==> src/rtl/hls_run_ctrl_pkg.sv <==
// Shared types and constants for the HLS run controller.
// Timeout support is enabled by HLS_RUN_CTRL_TIMEOUT_EN.
package hls_run_ctrl_pkg;

  typedef enum logic [3:0] {
    IDLE,
    LOAD,
    LOAD_WAIT,
    START,
    RUN,
    READ,
    READ_WAIT,
    OUT,
    DONE
  } state_t;

  localparam logic [7:0] BYTE_SIZE = 8'd8;
  localparam logic [1:0] LANE0     = 2'b01;

endpackage

==> src/rtl/hls_cycle_counter.sv <==
// Saturating 32-bit cycle counter with clear and enable.
// Clear has priority over enable.
module hls_cycle_counter (
  input  logic        clock,
  input  logic        reset,
  input  logic        clear,
  input  logic        enable,
  output logic [31:0] count
);

  always_ff @(posedge clock) begin
    if (reset || clear)
      count <= '0;
    else if (enable && count != 32'hFFFF_FFFF)
      count <= count + 32'd1;
  end

endmodule

==> src/rtl/hls_run_ctrl.sv <==
// Load / start / readback sequencer around an HLS slave memory.
// Define HLS_RUN_CTRL_TIMEOUT_EN to abort RUN after TIMEOUT_CYCLES.
module hls_run_ctrl
  import hls_run_ctrl_pkg::*;
#(
  parameter int ADDR_W         = 14,
  parameter int DATA_W         = 16,
  parameter int TIMEOUT_CYCLES = 200000000
) (
  input  logic              clock,
  input  logic              reset,
  input  logic              go,
  input  logic [ADDR_W-1:0] cfg_base_addr,
  input  logic [ADDR_W-1:0] cfg_load_len,
  input  logic [ADDR_W-1:0] cfg_read_len,
  input  logic              in_valid,
  input  logic [7:0]        in_data,
  output logic              in_ready,
  output logic [1:0]        S_oe_ram,
  output logic [1:0]        S_we_ram,
  output logic [ADDR_W-1:0] S_addr_ram,
  output logic [DATA_W-1:0] S_Wdata_ram,
  output logic [7:0]        S_data_ram_size,
  input  logic [DATA_W-1:0] Sout_Rdata_ram,
  input  logic [1:0]        Sout_DataRdy,
  output logic              start_port,
  input  logic              done_port,
  output logic              out_valid,
  output logic [7:0]        out_data,
  input  logic              out_ready,
  output logic              busy,
  output logic [31:0]       cycles,
  output logic              timeout
);

  localparam logic [31:0] TO_LIM = 32'(TIMEOUT_CYCLES);

  state_t            state, state_nx;
  logic [ADDR_W-1:0] base, load_len, read_len;
  logic [ADDR_W-1:0] idx, idx_inc, addr;
  logic [7:0]        rbyte;
  logic              timeout_q, rdy, to_hit;
  logic              cnt_clr, cnt_en;
  logic              unused_in;

  assign idx_inc = idx + ADDR_W'(1);
  assign addr    = base + idx;
  assign rdy     = Sout_DataRdy[0];
  assign unused_in = ^{Sout_Rdata_ram[DATA_W-1:8], Sout_DataRdy[1]};

`ifdef HLS_RUN_CTRL_TIMEOUT_EN
  // A done in the limit cycle wins over the timeout.
  assign to_hit = (state == RUN) && !done_port && (cycles == TO_LIM);
`else
  logic unused_lim;
  assign unused_lim = ^TO_LIM;
  assign to_hit     = 1'b0;
`endif

  assign cnt_clr = (state == IDLE) && go;
  assign cnt_en  = (state == START) || ((state == RUN) && !to_hit);

  hls_cycle_counter u_cnt (
    .clock  (clock),
    .reset  (reset),
    .clear  (cnt_clr),
    .enable (cnt_en),
    .count  (cycles)
  );

  always_ff @(posedge clock) begin
    if (reset) state <= IDLE;
    else       state <= state_nx;
  end

  always_comb begin
    state_nx = state;
    unique case (state)
      IDLE:
        if (go)
          state_nx = (cfg_load_len == '0) ? START : LOAD;
      LOAD:
        if (in_valid) state_nx = LOAD_WAIT;
      LOAD_WAIT:
        if (rdy)
          state_nx = (idx_inc == load_len) ? START : LOAD;
      START:
        state_nx = RUN;
      RUN:
        if (done_port)
          state_nx = (read_len == '0) ? DONE : READ;
        else if (to_hit)
          state_nx = DONE;
      READ:
        state_nx = READ_WAIT;
      READ_WAIT:
        if (rdy) state_nx = OUT;
      OUT:
        if (out_ready)
          state_nx = (idx_inc == read_len) ? DONE : READ;
      DONE:
        state_nx = IDLE;
      default:
        state_nx = IDLE;
    endcase
  end

  always_ff @(posedge clock) begin
    if (reset) begin
      base      <= '0;
      load_len  <= '0;
      read_len  <= '0;
      idx       <= '0;
      rbyte     <= '0;
      timeout_q <= 1'b0;
    end else begin
      if (state == IDLE && go) begin
        base      <= cfg_base_addr;
        load_len  <= cfg_load_len;
        read_len  <= cfg_read_len;
        idx       <= '0;
        timeout_q <= 1'b0;
      end
      if (state == LOAD_WAIT && rdy)
        idx <= (idx_inc == load_len) ? '0 : idx_inc;
      if (to_hit)
        timeout_q <= 1'b1;
      if (state == READ_WAIT && rdy)
        rbyte <= Sout_Rdata_ram[7:0];
      if (state == OUT && out_ready)
        idx <= idx_inc;
    end
  end

  always_comb begin
    in_ready        = 1'b0;
    S_oe_ram        = 2'b00;
    S_we_ram        = 2'b00;
    S_addr_ram      = '0;
    S_Wdata_ram     = '0;
    S_data_ram_size = 8'd0;
    start_port      = 1'b0;
    out_valid       = 1'b0;
    out_data        = 8'd0;
    unique case (state)
      LOAD: begin
        in_ready = 1'b1;
        if (in_valid) begin
          S_we_ram        = LANE0;
          S_addr_ram      = addr;
          S_Wdata_ram     = {{(DATA_W-8){1'b0}}, in_data};
          S_data_ram_size = BYTE_SIZE;
        end
      end
      START:
        start_port = 1'b1;
      READ: begin
        S_oe_ram        = LANE0;
        S_addr_ram      = addr;
        S_data_ram_size = BYTE_SIZE;
      end
      OUT: begin
        out_valid = 1'b1;
        out_data  = rbyte;
      end
      default: ;
    endcase
  end

  assign busy    = (state != IDLE);
  assign timeout = timeout_q;

endmodule

==> config.mk <==
export PLATFORM = sky130hd
export DESIGN_NAME = hls_run_ctrl
export DESIGN_NICKNAME = d
export VERILOG_FILES = /design/src/rtl/hls_run_ctrl_pkg.sv /design/src/rtl/hls_cycle_counter.sv /design/src/rtl/hls_run_ctrl.sv
export SDC_FILE = /design/constraint.sdc
export NUM_CORES = 1
export LEC_CHECK = 0
export ABC_AREA = 1
export BUFFER_PORTS_ARGS = -buffer_cell sky130_fd_sc_hd__buf_2
export CAP_MARGIN = 10
export CORE_ASPECT_RATIO = 1.5
export CORE_UTILIZATION = 39
export CTS_BUF_LIST = sky130_fd_sc_hd__clkbuf_4 sky130_fd_sc_hd__clkbuf_8
export CTS_CLUSTER_SIZE = 10
export DETAILED_ROUTE_END_ITERATION = 7
export REMOVE_ABC_BUFFERS = 1
export SLEW_MARGIN = 15
export SYNTH_ARGS = -nofsm -noshare
export SYNTH_HDL_FRONTEND = slang
export SYNTH_SLANG_ARGS = --single-unit
export TNS_END_PERCENT = 100
==> constraint.sdc <==
create_clock -name clock -period 2 [get_ports clock]
set_input_delay 0.1 -clock clock [delete_from_list [all_inputs] [get_ports clock]]
set_output_delay 0.1 -clock clock [all_outputs]
set_load 0.05 [all_outputs]
==> results.cfg <==
[yosys]
synth.most_common_cell = nand2_1
synth_ff_type = dfxtp_1
yosys_warnings = 0
synthMuxAreaShare_pct = 0
netlist_top_cells_area = dfxtp_1 (32%), nand2_1 (12%), nor2_1 (7.5%)
synth.cells.most_frequent = nand2_1 (208), nor2_1 (127), inv_1 (126), dfxtp_1 (100), a21oi_1 (79)
syn-cell-area_mm2 = 0.00635
netlist_instances = 987
synth-edff-count = 0
syn_area_per_cell_um2 = 6.43
yosysUniqueCellTypes = 49
synthAdderAreaFrac_pct = 3.27
yosysSeqAreaShare_pct = 31.5
netlist.area_leader.share_pct = 31.5
synth-xor-area-share_pct = 2.15
synthArstFlopShare_pct = 0
synth_top_area_cell = dfxtp_1
synth_top_family_by_area = simple AND/OR/NAND/NOR gates
yosys.area_share.simple_pct = 36.4
synth_compound_area_share_pct = 14.8
ys_seq_elements = 100

[detailed_routing]
via_per_inst = 4.88
ant_nets = 0
drc_errors = 0
first_pass_iters = 6
routed_wl_um = 20500
vias = 7267
dr.first_iter.drc_count = 330
wl_per_cell_um = 13.8

[cts]
tritoncts = built
htree_levels = 3
numCtsBuffers = 9
clockRootBuffer = clkbuf_8
clk_path_buf_depth = 2
cts.sinks = 100
clk_latency_ns = 0.39
clkTransAtPathRegs_ns = 0.11

[sta]
finalHoldViolations = 1
setup_ws_ns = -0.463
finClkSkew_ns = 0.0170
post-route-period-util_pct = 123
drv_slew = 0
max_freq_ghz = 0.406
post-route-min-period_ns = 2.46
hold_slack_ns = -0.00378
rsz0062_at_grt = true
finalSetupViolations = 29
tns_ns = -5.57

[power]
p_sw_share_pct = 39.9
irDropWorstVdd_uv = 440
intPower_mw = 3.61
power_mw = 6.01
combPwrFrac_pct = 37.6
p_leak_nw = 4.41
seqPwrFrac_pct = 39.0
p_switching_mw = 2.40
p_clk_share_pct = 23.4
pwr_density_cell_mw_per_mm2 = 640

[final_layout]
layout-drive-gt1-share_pct = 35.7
diodes = 0
fill_cells = 1507
final-seq-area_mm2 = 0.00203
nNetsFinal = 1370
multi_input_area_mm2 = 0.00415
area_growth_pct = 47.9
fin_area_mm2 = 0.00939

[placement]
placed_area_mm2 = 0.00809
place_worst_setup_slack_ns = -0.284
place.gp.congestion = 0.922
hpwlAfterDp_um = 15300
io_buffers = 133

[floorplan]
rows = 56
fp.dieW_um = 106
ios = 161
die_h_um = 158
core_area_mm2 = 0.0158
start_util_pct = 40.3
dieArea_mm2 = 0.0168

[setup_path]
reg2reg_depth = 15
path_class = reg -> out
start_kind = register
crit_required_ns = 1.90
crit_fanout = 3
arrival_ns = 2.36
cp-end-kind = output port

[global_routing]
track_usage_pct = 24.3
grt_max_degree = 66
grt_antenna_before_repair = 0
overflow = 0
first_global_vias = 6990
grt_pass1_wl_um = 32300

[worst_hold_path]
hold_depth = 3
hp-class = in -> reg

[job]
drv_cap = 0

[status]
status = complete, but fails checks
failed_checks = hold timing, setup timing
-- through the flow --
stage | utilization [%] | instances | hold slack, ns
floorplan | - | 961 | 0.169
CTS | 57.8 | 1486 | 0.00128
global route | 59.6 | 1488 | 0.0110
finish | 59.6 | 1488 | -0.00378
global placement | 51.3 | 1426 | 0.332
detailed placement | 51.3 | 1426 | 0.332
-- per-layer routing --
layer  GRT usage, %  wire length [um]  up-vias
li1               -                 -     3780
met4           11.6               771        0
met2           48.3             11000      183
met5              0                 0        -
met1           24.2              7980     3250
met3           3.58               748       54
-- critical path, cell delays in order (launching register included) --
cell and delay, ns:
dfxtp_4 0.38, buf_6 0.11, fa_2 0.37, inv_2 0.08
o31ai_4 0.07, buf_6 0.13, a21o_1 0.16, a21oi_2 0.16
o21ai_1 0.07, a21oi_1 0.19, buf_4 0.24
-- worst paths after layout --
check | start | end | slack (ns)
min | cfg_read_len[2] | read_len[2] | -0.004
min reg2reg | rbyte[7] | rbyte[7] | 0.46
max | base[1] | S_addr_ram[6] | -0.46
max reg2reg | idx[0] | state[2] | -0.18
-- sequential cells by signal, summed over array words and instances, names as in the netlist --
register,count
idx,14
u_cnt.count,32
rbyte,8
state,4
base,14
load_len,14
read_len,14
-- repair_timing --
action | 4_1_cts | 5_1_grt
endpoints found under the hold margin | 31 | 0
hold buffers | 28 | 0
setup buffers | 15 | 7
setup endpoints to repair | 54 | 67
cloned | 1 | 0
pin swaps | 29 | 32
resized for setup | 120 | 86
-- cells in the final DEF (no fill, tap or decap), types with 15 or more instances in the layout --
master           n
buf_6           24
nand4_1         18
nand2_2         23
buf_2          110
nand3_2         19
dlygate4sd3_1   28
conb_1          18
nand3_1         64
buf_4          138
nor2_2          15
a21oi_1         67
o21ai_0         61
inv_1          113
nor2_1         107
nand2_1        193
dfxtp_1         84
-- cell families (layout without fill, tap and decap cells) --
kind of cell               after synthesis  in the layout
AOI/OAI and AO/OA                      176            176
xor gates and xnor gates                14             14
adders and majority gates               16             16
buffers and inverters                  176            457
DFF                                    100            100
other                                    1             18
and+or+nand+nor                        504            504
-- area by class of cell --
| cell class | instances | share of cell area [%] |
|---|---|---|
| tap | 203 | 2.71 |
| sequential | 100 | 21.6 |
| multi-input combinational | 728 | 44.2 |
| timing repair buffer | 307 | 23.7 |
| inverter | 133 | 5.46 |
| timing repair inverter | 1 | 0.0533 |
| clock inverter | 6 | 0.733 |
| clock buffer | 10 | 1.47 |
-- power groups by stage --
stage,sequential [mW],combinational (mW),clock (mW)
after floorplan,2.35,1.29,0
after global placement,2.36,1.98,0
after detailed placement,2.36,1.99,0
after CTS,2.34,2.19,1.44
after global routing,2.37,2.46,1.52
final,2.34,2.26,1.41
Note: power is estimated with default switching activity, not from simulation.
